--- src/rtl/pipe_hazard_sb.sv ---
`default_nettype none
// ============================================================================
//  Module   : pipe_hazard_sb
//  Purpose  : Scoreboard hazard/forwarding unit beside the ID-stage decoder.
//             Tracks each in-flight register write by age and remaining
//             latency. Produces the ID stall, the issue strobe and the
//             operand forwarding selects.
//  Revision : 1.0  initial release
// ============================================================================
module pipe_hazard_sb #(
    parameter int NREG      = 32,
    parameter int AW        = 5,
    parameter int FWD_DEPTH = 3,
    parameter int SW        = 2,
    parameter int LD_LAT    = 1,
    parameter int MUL_LAT   = 2,
    parameter int CW        = 2
) (
    input  logic          clock,
    input  logic          resetn,
    input  logic          id_valid,
    input  logic [AW-1:0] id_rs,
    input  logic [AW-1:0] id_rt,
    input  logic          id_rs_used,
    input  logic          id_rt_used,
    input  logic          id_wreg,
    input  logic [AW-1:0] id_rd,
    input  logic [1:0]    id_class,
    input  logic          flush,
    output logic          stall,
    output logic          issue,
    output logic [SW-1:0] fwd_a,
    output logic [SW-1:0] fwd_b,
    output logic          sb_busy
);

    localparam logic [SW-1:0] c_depth   = SW'(FWD_DEPTH);
    localparam logic [CW-1:0] c_ld_lat  = CW'(LD_LAT);
    localparam logic [CW-1:0] c_mul_lat = CW'(MUL_LAT);

    // Current table contents; entry 0 is hardwired empty so r0 never hazards.
    logic [SW-1:0] w_age [NREG];
    logic [CW-1:0] w_cnt [NREG];

    logic [CW-1:0] w_lat;
    logic          w_rs_live;
    logic          w_rt_live;
    logic          w_haz_a;
    logic          w_haz_b;
    logic          w_write;

    assign w_age[0] = '0;
    assign w_cnt[0] = '0;

    // Stall cycles the issuing producer imposes on its consumers.
    always_comb begin
        w_lat = '0;
        case (id_class)
            2'b01:   w_lat = c_ld_lat;
            2'b10:   w_lat = c_mul_lat;
            default: w_lat = '0;
        endcase
    end

    // Lookups use pre-update state, so an instruction reading its own rd
    // sees the older producer.
    assign w_rs_live = id_rs_used && (id_rs != '0);
    assign w_rt_live = id_rt_used && (id_rt != '0);
    assign w_haz_a   = w_rs_live && (w_cnt[id_rs] != '0);
    assign w_haz_b   = w_rt_live && (w_cnt[id_rt] != '0);

    assign stall   = id_valid && !flush && (w_haz_a || w_haz_b);
    assign issue   = id_valid && !flush && !stall;
    assign fwd_a   = w_rs_live ? w_age[id_rs] : '0;
    assign fwd_b   = w_rt_live ? w_age[id_rt] : '0;
    assign w_write = issue && id_wreg && (id_rd != '0);

    // Busy whenever any register still has a write in its forwarding window.
    always_comb begin
        sb_busy = 1'b0;
        for (int r = 1; r < NREG; r++) begin
            sb_busy = sb_busy | (w_age[r] != '0);
        end
    end

    for (genvar r = 1; r < NREG; r++) begin : g_entry
        logic [SW-1:0] r_age_q;
        logic [SW-1:0] w_age_d;
        logic [CW-1:0] r_cnt_q;
        logic [CW-1:0] w_cnt_d;

        // Age the entry each cycle; a new producer for this register wins.
        always_comb begin
            w_age_d = r_age_q;
            w_cnt_d = r_cnt_q;
            if (r_age_q != '0) begin
                if (r_age_q == c_depth) begin
                    w_age_d = '0;
                    w_cnt_d = '0;
                end else begin
                    w_age_d = r_age_q + SW'(1);
                    w_cnt_d = (r_cnt_q != '0) ? (r_cnt_q - CW'(1)) : '0;
                end
            end
            if (w_write && (id_rd == AW'(r))) begin
                w_age_d = SW'(1);
                w_cnt_d = w_lat;
            end
        end

        // Table storage; reset drops all in-flight tracking at once.
        always_ff @(posedge clock or negedge resetn) begin
            if (!resetn) begin
                r_age_q <= '0;
                r_cnt_q <= '0;
            end else begin
                r_age_q <= w_age_d;
                r_cnt_q <= w_cnt_d;
            end
        end

        assign w_age[r] = r_age_q;
        assign w_cnt[r] = r_cnt_q;
    end

endmodule
`default_nettype wire
--- config.mk ---
export PLATFORM = sky130hd
export DESIGN_NAME = pipe_hazard_sb
export DESIGN_NICKNAME = d
export VERILOG_FILES = /design/src/rtl/pipe_hazard_sb.sv
export SDC_FILE = /design/constraint.sdc
export NUM_CORES = 1
export LEC_CHECK = 0
export CAP_MARGIN = 15
export CORE_UTILIZATION = 43
export CTS_CLUSTER_SIZE = 28
export DETAILED_ROUTE_END_ITERATION = 10
export SLEW_MARGIN = 10
export SYNTH_ARGS = -nofsm -noshare
export SYNTH_HDL_FRONTEND = slang
export SYNTH_SLANG_ARGS = --single-unit
--- constraint.sdc ---
create_clock -name clock -period 4.35 [get_ports clock]
set_input_delay 0.87 -clock clock [delete_from_list [all_inputs] [get_ports clock]]
set_output_delay 0.87 -clock clock [all_outputs]
set_load 0.01 [all_outputs]
==> flow_metrics.env <==
export IMPL_clk_path_buf_depth=2
export IMPL_grt_max_degree=69
export IMPL_finalMaxSlewViolations=0
export IMPL_setup_viol=0
export IMPL_cp_required_ns=3.48
export IMPL_die_w_um=146
export IMPL_synth_cell_types=55
export IMPL_via_count=7101
export IMPL_async_flop_share=1.00
export IMPL_path_max_fanout=12
export IMPL_clkSinkCount=124
export IMPL_top_layer="met4"
export IMPL_antenna_left=0
export IMPL_met1Wirelength_mm=11.2
export IMPL_cts_root_buffer_cell="clkbuf_16"
export IMPL_synth_edff_count=0
export IMPL_cp_start_kind="primary input"
export IMPL_dp_hpwl_mm=18.1
export IMPL_first_global_vias=6872
export IMPL_outcome="complete, no violations"
export IMPL_clock_latency_ns=0.43
export IMPL_nFillCells=1834
export IMPL_antenna_found_initial=0
export IMPL_ys_seq_elements=124
export IMPL_drive_gt1_frac=0.166
export IMPL_via_per_inst=5.93
export IMPL_io_pin_count=31
export IMPL_synth_nets=970
export IMPL_yosys_warnings=0
export IMPL_routabilityCongestion=0.941
export IMPL_clkSlewWorstSetupHoldPaths_ns=0.06
export IMPL_slew_headroom=0.464
export IMPL_nets=1004
export IMPL_final_cell_mix="124 x dfrtp_1, 100 x mux2i_1, 66 x inv_1"
export IMPL_firstDrtPassIters=5
export IMPL_htreeDepth=4
export IMPL_synth_flop_cell="dfrtp_1"
export IMPL_hold_buffers=0
export IMPL_die_h_um=146
export IMPL_crit_arrival_ns=3.42
export IMPL_rsz0062_at_grt="no"
export IMPL_p_per_area_nw_per_um2=557
export IMPL_p_leak_nw=4.87
export IMPL_skew_ns=0.0134
export IMPL_fmax_mhz=233
export IMPL_place_inst=1167
export IMPL_critPathKind="in2out"
export IMPL_wl_mm=25.0
export IMPL_crit_chain="clkdlybuf4s50_1 -> buf_12 -> buf_12 -> mux4_2 -> mux4_2 -> mux2i_1 -> nor2_1 -> clkdlybuf4s50_1"
export IMPL_core_area_um2=20200
export IMPL_dr_wl_met2_mm=11.6
export IMPL_final_cells=1198
export IMPL_synth_area_top_cells="dfrtp_1 35%, mux2i_1 11%, mux4_2 10%"
export IMPL_seq_area_frac_synth=0.349
export IMPL_drv_cap=0
export IMPL_drt_iter0_markers=484
export IMPL_syn2layout_area_growth_pct=16.3
export IMPL_wl_per_cell_um=20.8
export IMPL_portBuffers=30
export IMPL_synth_top_area_frac=0.349
export IMPL_endpoint_kind="output port"
export IMPL_fin_crit_ns=4.29
export IMPL_route_met3_wl_mm=1.35
export IMPL_grt_usage=0.247
export IMPL_start_util=0.440
export IMPL_hold_violations=0
export IMPL_placed_area_um2=9710
export IMPL_antenna_cells=0
export IMPL_gr_total_overflow=0
export IMPL_synth_avg_cell_area_um2=10.1
export IMPL_synth_area_leader_cell="dfrtp_1"
export IMPL_die_area_um2=21300
export IMPL_hp_class="in2async"
export IMPL_whs_ns=0.514
export IMPL_numCtsBuffers=17
export IMPL_vdd_ir_drop_max_v=0.000261
export IMPL_finalCritPeriodShare=0.986
export IMPL_worstMarginPinSlew_ns=0.804
export IMPL_rows=52
export IMPL_final_common_cell="dfrtp_1"
export IMPL_cts_tree="built"
export IMPL_synth_area_um2=8890
export IMPL_slowest_stage="mux4_2"
export IMPL_grt_pass1_wl_mm=39.5
export IMPL_final_cell_area_um2=10300
export IMPL_critical_path_max_stage_delay_ns=0.54
export IMPL_netlist_instances=884
export IMPL_drc=0
[synth_stat cells (all sizes together), types with 2 or more instances]
cell type and count:
buf 46, nand4 15, a2111oi 4, nor3 43, o211ai 2, o221ai 2, nand3 22, o21ai 47
ha 62, and4b 4, o311ai 2, and2 2, o22ai 4, a211oi 9, nand2b 7, nor2 41
a21oi 59, clkbuf 22, inv 69, nor3b 4, nor4b 31, a31oi 26, dfrtp 124, or2 5
nand2 29, or4 2, mux4 40, a211o 6, nor2b 37, mux2i 100, and3 2, nor4 4
[area by class of cell]
| cell class | count | area [µm²] | area share |
|---|---|---|---|
| multi-input combinational | 622 | 5270 | 0.509 |
| sequential | 124 | 3100 | 0.300 |
| timing repair buffer | 83 | 817 | 0.0790 |
| clock buffer | 21 | 460 | 0.0445 |
| tap | 270 | 338 | 0.0326 |
| inverter | 70 | 263 | 0.0254 |
| clock inverter | 8 | 95.1 | 0.00919 |
[worst max-delay path: cells and delay by family]
kind                   cells  cell delay, ns
buffers and inverters      4            1.27
and+or+nand+nor            1            0.08
muxes                      3            1.18
[registers in the layout (all words and copies together), names as in the netlist]
signal           cells
g_entry.r_cnt_q     62
g_entry.r_age_q     62
[cell families (layout without fill, tap and decap cells)]
kind of cell / after synthesis / count (layout) / share of synthesized area
compound gates: 169 / 169 / 0.113
fa+ha+maj: 62 / 62 / 0.0872
buf+inv: 138 / 182 / 0.0634
flops: 124 / 124 / 0.349
mux: 140 / 140 / 0.214
simple gates: 251 / 251 / 0.174
[what timing repair did]
item / in CTS / in global routing
pin swaps: 1 / 6
cloned: 0 / 0
endpoints found under the setup margin: 2 / 5
resized for setup: 3 / 16
buffers inserted: 2 / 0
[power by group]
group | internal [mW] | leakage, nW | switching (mW)
clock network | 0.858 | 0.270 | 0.516
logic | 1.17 | 3.00 | 1.29
registers | 1.48 | 1.60 | 0.450
[through the flow]
stage / power (mW) / setup slack [ns] / util / setup TNS (ns)
6_report: 5.77 / 0.0606 / 0.511 / 0
3_3_place_gp: 4.29 / -0.0403 / 0.480 / -0.0411
4_1_cts: 5.78 / 0.000478 / 0.508 / 0
2_1_floorplan: 3.66 / 0.598 / - / 0
3_5_place_dp: 4.36 / -0.0991 / 0.480 / -0.128
5_1_grt: 6.19 / 0.00295 / 0.511 / 0
[metal layers]
layer / vias up / track usage
li1: 3317 / -
met1: 3525 / 0.327
met2: 208 / 0.391
met3: 51 / 0.0567
met4: 0 / 0.0958
met5: - / 0
[path summary, 6_finish.rpt]
path | startpoint | end | slack (ns) | depth (start not counted)
max | id_rt[0] | fwd_b[1] | 0.06 | 8
min in group clock | g_entry[15].r_cnt_q[1]$_DFFE_PN0P_ | g_entry[15].r_cnt_q[1]$_DFFE_PN0P_ | 0.57 | 2
min reg2reg | g_entry[15].r_cnt_q[1]$_DFFE_PN0P_ | g_entry[15].r_cnt_q[1]$_DFFE_PN0P_ | 0.57 | 2
min | resetn | g_entry[10].r_age_q[0]$_DFFE_PN0P_ | 0.51 | 1
max in group asynchronous | resetn | g_entry[19].r_age_q[1]$_DFFE_PN0P_ | 2.99 | 2
max reg2reg | g_entry[6].r_cnt_q[0]$_DFFE_PN0P_ | g_entry[8].r_cnt_q[0]$_DFFE_PN0P_ | 0.89 | 8
Note: power is estimated with default switching activity, not from simulation.
